<file path="src/rtl/instr_cache_if.sv">
// Bus bundle between instruction fetch, instr_cache and memory_controller.
// The cache uses the slave modport; the fetch unit / controller side uses master.
interface instr_cache_if;
  // IF side: if_req is a level held until the one-cycle if_done pulse; a response
  // always belongs to the pc presented when the request was accepted.
  // Memory side: instr_signal/instr_a stay stable until the instr_done pulse.
  logic        if_req;
  logic [31:0] if_pc;
  logic        if_done;
  logic [31:0] if_instr;
  logic        instr_signal;
  logic [31:0] instr_a;
  logic [63:0] instr_d;
  logic        instr_done;

  modport slave (
    input  if_req, if_pc, instr_d, instr_done,
    output if_done, if_instr, instr_signal, instr_a
  );

  modport master (
    output if_req, if_pc, instr_d, instr_done,
    input  if_done, if_instr, instr_signal, instr_a
  );
endinterface

</file>
<file path="src/rtl/instr_cache.sv">
// Direct-mapped read-only instruction cache, 64-bit lines, one-cycle hits.
// Optional hit/miss counters are enabled by defining ICACHE_STATS_EN.
module instr_cache #(
  parameter int INDEX_BITS = 4
) (
  input  logic         clk_in,
  input  logic         rst_in,
  input  logic         rdy_in,
  input  logic         clear_signal,
  instr_cache_if.slave bus,
`ifdef ICACHE_STATS_EN
  output logic [31:0]  hit_cnt,
  output logic [31:0]  miss_cnt,
`endif
  output logic         dbg_miss
);
  localparam int LINES = 2 ** INDEX_BITS;
  localparam int TAG_W = 29 - INDEX_BITS;

  typedef enum logic {IDLE = 1'b0, MISS = 1'b1} state_t;

  state_t                  state;
  logic [63:0]             data_mem [LINES];
  logic [TAG_W-1:0]        tag_mem  [LINES];
  logic [LINES-1:0]        valid;
  logic                    off_q;
  logic [INDEX_BITS-1:0]   req_idx;
  logic [INDEX_BITS-1:0]   fill_idx;
  logic [TAG_W-1:0]        req_tag;
  logic [TAG_W-1:0]        fill_tag;
  logic [63:0]             req_line;
  logic                    hit;
  logic                    accept;
  logic                    fill;
  logic                    unused_bits;

  assign req_idx     = bus.if_pc[3 +: INDEX_BITS];
  assign req_tag     = bus.if_pc[31 -: TAG_W];
  // The outstanding line address doubles as the fill pointer.
  assign fill_idx    = bus.instr_a[3 +: INDEX_BITS];
  assign fill_tag    = bus.instr_a[31 -: TAG_W];
  assign req_line    = data_mem[req_idx];
  assign hit         = valid[req_idx] && (tag_mem[req_idx] == req_tag);
  assign accept      = (state == IDLE) && bus.if_req && !bus.if_done && !clear_signal;
  assign fill        = (state == MISS) && bus.instr_done;
  assign dbg_miss    = (state == MISS);
  assign unused_bits = ^{bus.if_pc[1:0], bus.instr_a[2:0]};

  // A response that coincides with a flush is still good data, so it is kept.
  always_ff @(posedge clk_in) begin
    if (rdy_in && fill) begin
      data_mem[fill_idx] <= bus.instr_d;
      tag_mem[fill_idx]  <= fill_tag;
    end
  end

  always_ff @(posedge clk_in or negedge rst_in) begin
    if (!rst_in) begin
      state            <= IDLE;
      valid            <= '0;
      off_q            <= 1'b0;
      bus.if_done      <= 1'b0;
      bus.if_instr     <= '0;
      bus.instr_signal <= 1'b0;
      bus.instr_a      <= '0;
`ifdef ICACHE_STATS_EN
      hit_cnt          <= '0;
      miss_cnt         <= '0;
`endif
    end else if (!rdy_in) begin
      bus.if_done <= 1'b0;
    end else if (clear_signal) begin
      bus.if_done      <= 1'b0;
      bus.instr_signal <= 1'b0;
      state            <= IDLE;
      if (fill) valid[fill_idx] <= 1'b1;
    end else begin
      case (state)
        IDLE: begin
          bus.if_done <= 1'b0;
          if (accept) begin
            if (hit) begin
              bus.if_done  <= 1'b1;
              bus.if_instr <= bus.if_pc[2] ? req_line[63:32] : req_line[31:0];
`ifdef ICACHE_STATS_EN
              hit_cnt      <= hit_cnt + 32'd1;
`endif
            end else begin
              bus.instr_signal <= 1'b1;
              bus.instr_a      <= {bus.if_pc[31:3], 3'b000};
              off_q            <= bus.if_pc[2];
              state            <= MISS;
`ifdef ICACHE_STATS_EN
              miss_cnt         <= miss_cnt + 32'd1;
`endif
            end
          end
        end
        MISS: begin
          bus.if_done <= 1'b0;
          if (bus.instr_done) begin
            valid[fill_idx]  <= 1'b1;
            bus.if_done      <= 1'b1;
            bus.if_instr     <= off_q ? bus.instr_d[63:32] : bus.instr_d[31:0];
            bus.instr_signal <= 1'b0;
            state            <= IDLE;
          end
        end
        default: state <= IDLE;
      endcase
    end
  end
endmodule

</file>
<file path="src/flat_wrapper.sv">
// flat-port wrapper written by rule: the top's interface ports become plain ports
module instr_cache_flat 
#(
  parameter int INDEX_BITS = 4
)
  (clk_in, rst_in, rdy_in, clear_signal, dbg_miss, bus_if_req, bus_if_pc, bus_instr_d, bus_instr_done, bus_if_done, bus_if_instr, bus_instr_signal, bus_instr_a);
  instr_cache_if bus_i ();
  input  logic clk_in;
  input  logic rst_in;
  input  logic rdy_in;
  input  logic clear_signal;
  output logic dbg_miss;
  input wire logic [$bits(bus_i.if_req)-1:0] bus_if_req;
  input wire logic [$bits(bus_i.if_pc)-1:0] bus_if_pc;
  input wire logic [$bits(bus_i.instr_d)-1:0] bus_instr_d;
  input wire logic [$bits(bus_i.instr_done)-1:0] bus_instr_done;
  output wire logic [$bits(bus_i.if_done)-1:0] bus_if_done;
  output wire logic [$bits(bus_i.if_instr)-1:0] bus_if_instr;
  output wire logic [$bits(bus_i.instr_signal)-1:0] bus_instr_signal;
  output wire logic [$bits(bus_i.instr_a)-1:0] bus_instr_a;
  assign bus_i.if_req = bus_if_req;
  assign bus_i.if_pc = bus_if_pc;
  assign bus_i.instr_d = bus_instr_d;
  assign bus_i.instr_done = bus_instr_done;
  assign bus_if_done = bus_i.if_done;
  assign bus_if_instr = bus_i.if_instr;
  assign bus_instr_signal = bus_i.instr_signal;
  assign bus_instr_a = bus_i.instr_a;
  instr_cache #(.INDEX_BITS(INDEX_BITS)) u_core (.clk_in(clk_in), .rst_in(rst_in), .rdy_in(rdy_in), .clear_signal(clear_signal), .bus(bus_i), .dbg_miss(dbg_miss));
endmodule
</file>
<file path="config.mk">
export PLATFORM = sky130hd
export DESIGN_NAME = instr_cache_flat
export DESIGN_NICKNAME = d
export VERILOG_FILES = /design/src/rtl/instr_cache_if.sv /design/src/rtl/instr_cache.sv /design/src/flat_wrapper.sv
export SDC_FILE = /design/constraint.sdc
export NUM_CORES = 1
export LEC_CHECK = 0
export BUFFER_PORTS_ARGS = -buffer_cell sky130_fd_sc_hd__buf_2
export CAP_MARGIN = 30
export CORE_MARGIN = 3
export CORE_UTILIZATION = 45
export DETAILED_ROUTE_END_ITERATION = 10
export GPL_TIMING_DRIVEN = 0
export PLACE_DENSITY = 0.7
export SLEW_MARGIN = 40
export SYNTH_ARGS = -nofsm -noshare
export SYNTH_HDL_FRONTEND = slang
export SYNTH_SLANG_ARGS = --single-unit
</file>
<file path="constraint.sdc">
create_clock -name clk_in -period 10.5 [get_ports clk_in]
set_input_delay 1.05 -clock clk_in [delete_from_list [all_inputs] [get_ports clk_in]]
set_output_delay 1.05 -clock clk_in [all_outputs]
set_load 0.005 [all_outputs]
</file>
==> results by group, run 1 <==
Logic synthesis
  – Post-synthesis async set-or-reset flop share: 0.0538
  – Post-synth top area cell: edfxtp_1
  – Largest cells by area after synthesis: edfxtp_1, mux4_2, dfrtp_1
  – Avg Cell Area, Syn: between 20 and 25 µm²
  – Top FF cell, synth: edfxtp_1
  – Yosys top cell area share: 0.737
  – Synthesized instance count: between 2,000 and 3,000
  – Yosys warnings: 0
  – Sequential share of the synthesized area: 0.772
  – EDFF count, synth: 1,424
  – Netlist cell types: 56
  – Post-synthesis cell area: slightly below 0.06 mm²
  – Flop and latch count out of synthesis: about 1,500

STA
  – Fmax: about 200 MHz
  – RSZ-0062 raised after global routing: no
  – Final setup TNS: 0 ns
  – WHS: ~0.21 ns
  – Post-layout min period: between 5 and 6 ns
  – Final period util: 0.484
  – Slew @ Worst Pin: about 0.9 ns
  – Slew Viols, Final: 0
  – Final hold viol count: 0
  – Setup-failing EPs final: 0
  – Final Skew: around 0.032 ns
  – Slew margin rel.: 0.400

Die
  – Row cnt: 131
  – DIE AREA: 0.133 mm²
  – Die width: around 360 µm
  – Die Ht: around 360 µm
  – Core area: ~0.13 mm²
  – IO Pins: approximately 170
  – Initial Util: 0.454

GRT
  – Largest net degree at the start of global routing: 48
  – GRT Resource Usage Total: 0.229
  – Vias in the first global route: 30,565
  – Initial antenna violation count: 26
  – First-pass GRT wire length: approximately 220,000 µm
  – Gr ovfl total: 0

Clock tree
  – TritonCTS Buffers: roughly 150
  – Worst skew pair latency: slightly below 0.8 ns
  – Post-cts sizing count: 0
  – H-tree Lvls: 4
  – CTS tree: built
  – Root Driver: clkbuf_16
  – Setup bufs post-CTS: 0
  – CTS Buffer Depth: 3
  – Clock transition at the registers of the reported paths: around 0.06 ns
  – Number of clock sinks: ~1,500
  – Hold_buf cts: 0

Power
  – Leak Pwr: approximately 23 nW
  – Max VDD drop: between 0.00015 and 0.0002 V
  – Pwr dens: slightly below 200 mW/mm²

Critical path
  – Startpoint types: input pin
  – Crit-path slowest cell: clkbuf_1
  – CP peak stage delay: 0.67 ns
  – CP arrival: 5.80 ns
  – Reg2Reg Depth: 9
  – Worst R2R Setup Slack: 6.47 ns
  – Critical Path RT: approximately 11 ns
  – Bufs and invs on worst path: 8
  – Cell mode on critical path: buf_2
  – Critical path capture point type: flop
  – CP top delay family: buffers and inverters
  – Chain of cells forming the critical path: buf_2, buf_2, buf_2, buf_1, buf_4, clkbuf_1, and2_1, buf_1, clkbuf_1, a22oi_1, a21oi_1, nor3_1, a21oi_1, mux2_1
  – Kind of critical path: in2reg
  – Worst r2r src: u_core.tag_mem[11][21]
  – R2R Path End: u_core.bus.instr_a[7]
  – Critical path peak fanout: 10

Finish
  – Area delta synth->final: 17.9%
  – Layout Cells excl Fill: ~4,900
  – Share of layout cells above drive strength 1: 0.324
  – Nets: roughly 3,200
  – Final instance area: approximately 0.07 mm²
  – # fillers: 9,491

Run status
  – Status: complete, no violations

Routing
  – Vias: slightly above 30,000
  – DRT iter0 DRCs: 4,181
  – DRC viols: 0
  – Post-route ant nets: 0
  – Vias/cell: approximately 6.1
  – Routed len/inst: 30.9 µm
  – WL final: 152,000 µm
  – DR pass1 iterations: 6

Place
  – I/O Buffers: roughly 160
  – Post-placement cell count: between 4,000 and 5,000
  – Final GP Congestion: between 0.8 and 0.9
  – Placed Area: ~0.064 mm²
  – Dpl hpwl: 101,000 µm

Job
  – Max Cap Viol: 0

Hold path
  – Hold Path Class: in2async
[cell usage after synthesis, types with 3 or more instances]
| cell | n |
|---|---|
| edfxtp_1 | 1424 |
| a2bb2oi_1 | 5 |
| o21ai_0 | 7 |
| nand2b_1 | 4 |
| nor2b_1 | 6 |
| a221oi_1 | 6 |
| nor3_1 | 45 |
| a21oi_1 | 103 |
| and2_1 | 3 |
| buf_2 | 61 |
| a22oi_1 | 140 |
| or3_1 | 3 |
| xnor2_1 | 23 |
| o2bb2ai_1 | 3 |
| nand2_1 | 13 |
| a31oi_1 | 3 |
| dfrtp_1 | 81 |
| o221ai_1 | 3 |
| xor2_1 | 18 |
| buf_4 | 16 |
| buf_1 | 14 |
| clkbuf_1 | 52 |
| mux4_2 | 342 |
| inv_1 | 10 |
| nand3_1 | 5 |
| mux2i_1 | 96 |
| mux2_1 | 53 |
| buf_6 | 4 |
| nor2_1 | 25 |
| a211oi_1 | 4 |
| or2_2 | 16 |
| mux2_2 | 12 |
| a22o_1 | 4 |
[per-stage QoR]
step / total power [W] / util / setup slack, ns
3_5_place_dp: 0.00807 / 0.497 / 4.44
4_1_cts: 0.0133 / 0.535 / 5.32
2_1_floorplan: 0.00755 / - / 2.17
5_1_grt: 0.0136 / 0.535 / 5.28
3_3_place_gp: 0.00802 / 0.477 / -6.06
6_report: 0.0132 / 0.535 / 5.41
[worst max-delay path by stage]
stage / startpoint / to / cells past startpoint / slack [ns]
floorplan: rdy_in / u_core.valid[0] / 4 / 2.17
CTS: bus_if_pc[5] / u_core.bus.if_instr[11] / 13 / 5.32
global route: bus_if_pc[5] / u_core.bus.if_instr[12] / 14 / 5.28
global placement: rdy_in / u_core.valid[4] / 6 / -6.06
detailed placement: bus_if_pc[5] / u_core.bus.if_instr[11] / 13 / 4.44
finish: bus_if_pc[5] / u_core.bus.if_instr[12] / 14 / 5.41
[area by class of cell]
| type | instances | area [µm²] | share of cell area |
|---|---|---|---|
| Clock buffer | 202 | 4100 | 0.0599 |
| Sequential cell | 1505 | 44800 | 0.655 |
| Clock inverter | 72 | 703 | 0.0103 |
| Tap cell | 1662 | 2080 | 0.0304 |
| Antenna cell | 16 | 40.0 | 0.000586 |
| Multi-Input combinational cell | 972 | 12600 | 0.184 |
| Buffer | 147 | 756 | 0.0111 |
| Timing Repair Buffer | 327 | 3290 | 0.0481 |
| Inverter | 13 | 48.8 | 0.000714 |
[layout by cell type (no fill, tap or decap), drive strengths merged, types with 5 or more instances in the layout]
cell and n:
o21ai 8, a22oi 140, clkbuf 256, clkinvlp 7, a21oi 103, a2bb2oi 5
buf 420, bufinv 10, xnor2 23, nand2 13, mux2i 96, xor2 18
inv 21, nor2b 6, nor2 25, mux4 342, dfrtp 81, clkinv 47
mux2 65, a221oi 6, nor3 45, edfxtp 1424, or2 16, nand3 5
diode 16
[worst register-to-register path, delay by kind of cell (launching register included)]
family,cells,cell delay [ns]
AO/OA/AOI/OAI,5,1.76
multiplexers,2,0.91
AND/OR/NAND/NOR,1,0.45
buffers and inverters,1,0.42
flip-flops,1,0.37
[power breakdown]
| part | switching [W] | total, W | internal (W) | leakage, nW |
|---|---|---|---|---|
| Clock | 0.00225 | 0.00525 | 0.00300 | 2.34 |
| Sequential | 0.000195 | 0.00701 | 0.00682 | 13.8 |
| Combinational | 0.000548 | 0.000931 | 0.000383 | 6.47 |
| Total | 0.00300 | 0.0132 | 0.0102 | 22.6 |
[state kept, by name, indices dropped and copies added (netlist names)]
register,cells
u_core.data_mem,1024
u_core.bus.if_done,1
u_core.valid,16
u_core.tag_mem,400
u_core.off_q,1
u_core.dbg_miss,1
u_core.bus.instr_a,29
u_core.bus.instr_signal,1
u_core.bus.if_instr,32
[layer usage]
metal  GRT usage  up-vias  wire (µm)
li1            -    12141          -
met1       0.313    15798      57700
met2       0.362     1896      72800
met3      0.0600      319      16700
met4      0.0763       10       4600
met5           0        -         69
[cells by family after synthesis]
group | Yosys count | synth area share
simple gates | 126 | 0.0109
buf+inv | 160 | 0.0132
xor+xnor | 41 | 0.00619
other cells | 1 | 0.0000647
mux | 503 | 0.162
compound gates | 299 | 0.0353
flops | 1505 | 0.772
No activity file was read; power rests on OpenSTA's default activity.
==> inputs of run 2 (changes only) <==
- PLACE_DENSITY: 0.7 -> 0.72
- clock period: 10.5 -> 4.15 ns (I/O delays scaled with it)
==> results by group, run 2 (same netlist as run 1, synthesis figures left out) <==
Run status
  – Status: complete, no violations

STA
  – Slew margin rel.: 0.385
  – Post-layout min period: 4.02 ns
  – RSZ-0062 raised after global routing: no
  – Slew Viols, Final: 0
  – Slew @ Worst Pin: just over 0.9 ns
  – Final Skew: between 0.05 and 0.06 ns
  – Final hold viol count: 0
  – Setup-failing EPs final: 0
  – Fmax: ~250 MHz
  – Final setup TNS: 0 ns
  – Post-route setup slack: 0.132 ns
  – Final period util: 0.968

Critical path
  – Reg2Reg Depth: 9
  – CP arrival: between 4 and 5 ns
  – Kind of critical path: in2reg
  – Critical path peak fanout: 10
  – Startpoint types: input pin
  – Critical Path RT: 4.80 ns
  – Critical path capture point type: flop

Power
  – Pwr dens: 485 mW/mm²
  – Leak Pwr: about 23 nW
  – Max VDD drop: 0.000436 V

Finish
  – Max reg flops: roughly 1,000
  – Regs by FF count: u_core.data_mem: 1024 flops, u_core.tag_mem: 400 flops, u_core.bus.if_instr: 32 flops
  – Final instance area: around 0.069 mm²
  – Nets: between 3,000 and 4,000
  – Util after Layout: 0.542
  – Commonest cells after routing, fill and taps aside: edfxtp_1, mux4_2, buf_2
  – Most common cell after layout, fill and taps aside: edfxtp_1
  – Share of layout cells above drive strength 1: 0.315
  – Area delta synth->final: 19.3%
  – Top reg by flops: u_core.data_mem

Place
  – Post-placement worst setup slack: -1.22 ns
  – Placed Area: between 0.06 and 0.07 mm²
  – Dpl hpwl: about 100,000 µm
  – Final GP Congestion: 0.873
  – I/O Buffers: around 160

Routing
  – Vias/cell: between 6 and 7
  – WL final: about 160,000 µm
  – DRC viols: 0
  – DRT iter0 DRCs: around 4,300
  – Vias: between 30,000 and 40,000
  – DR pass1 iterations: 5
  – Post-route ant nets: 0
  – Routed len/inst: 31.4 µm

Hold path
  – Hold path cells: 1
  – Hold Path Class: in2reg

Die
  – Die Ht: 365 µm
  – Row cnt: about 130
  – Initial Util: 0.454
  – Core area: 0.128 mm²
  – Die width: between 300 and 400 µm
  – DIE AREA: 0.133 mm²
  – IO Pins: roughly 170

Clock tree
  – TritonCTS Buffers: 147
  – Clock transition at the registers of the reported paths: about 0.060 ns
  – Worst skew pair latency: around 0.80 ns
  – Number of clock sinks: between 1,500 and 2,000
  – H-tree Lvls: 4
  – CTS Buffer Depth: 3
  – CTS tree: built
  – Root Driver: clkbuf_16

GRT
  – Vias in the first global route: 30,967
  – Gr ovfl total: 0
  – GRT Resource Usage Total: 0.234
  – Largest net degree at the start of global routing: 35
  – Initial antenna violation count: 11
  – First-pass GRT wire length: 222,000 µm

Job
  – Max Cap Viol: 0
==> run 2: what timing repair did <==
| action | in CTS | in global routing |
|---|---|---|
| setup endpoints to repair | 60 | 112 |
| setup buffers | 0 | 1 |
| cloned | 0 | 0 |
| hold buffers | 80 | 0 |
| pin swaps | 0 | 2 |
| hold endpoints to repair | 709 | 0 |
| resized for setup | 14 | 10 |
==> run 2: metrics by stage <==
step	instances	hold slack, ns	total power [W]
after floorplan	2637	0.119	0.0191
after global placement	4457	0.446	0.0203
after detailed placement	4594	0.251	0.0204
after CTS	4942	0.000722	0.0337
after global routing	4944	0.0480	0.0344
final	4953	0.0447	0.0335
==> run 2: path summary, 6_finish.rpt <==
path,startpoint,slack [ns],to
hold / removal,bus_instr_d[38],0.04,u_core.data_mem[3][38]
hold reg to reg,u_core.valid[13],0.46,u_core.valid[13]
setup reg to reg,u_core.dbg_miss,0.17,u_core.tag_mem[14][10]
min in group asynchronous,rst_in,0.05,u_core.bus.instr_a[15]
setup / recovery,bus_if_pc[5],0.13,u_core.bus.if_instr[24]
max in group asynchronous,rst_in,3.29,u_core.bus.if_instr[23]
==> run 2: layout make-up <==
class	instances	area, µm²
clock buffers	197	4110
diodes	10	25.0
multi-input cells	972	12600
clock inverters	72	701
repair buffers	376	4060
well taps	1662	2080
plain buffers	146	782
fillers	9295	58500
flip-flops and latches	1505	44800
inverters	13	48.8
==> run 2: per-layer routing <==
layer / track usage / up-vias / routed length, µm / part of all wire
met5: 0 / - / 54 / 0.00035
met4: 0.0876 / 8 / 5230 / 0.034
met3: 0.0559 / 350 / 17400 / 0.11
met2: 0.372 / 2140 / 75200 / 0.48
met1: 0.316 / 16110 / 57900 / 0.37
li1: - / 12245 / - / -
==> run 2: power breakdown <==
| group | internal (W) | switching, W | total (W) | leakage (nW) |
|---|---|---|---|---|
| clock network | 0.00762 | 0.00571 | 0.0133 | 2.35 |
| registers | 0.0172 | 0.000506 | 0.0178 | 13.8 |
| logic | 0.00103 | 0.00144 | 0.00246 | 6.70 |
| total | 0.0259 | 0.00765 | 0.0335 | 22.9 |
==> run 2: worst max-delay path, stage by stage <==
cell and delay [ns]:
buf_2 0.23, clkbuf_4 0.38, buf_4 0.31, buf_2 0.41, buf_2 0.46, mux4_2 0.36
mux2i_1 0.17, xor2_1 0.28, nand4_1 0.16, o21ai_2 0.39, a41oi_4 0.37, buf_4 0.36
mux2_1 0.34
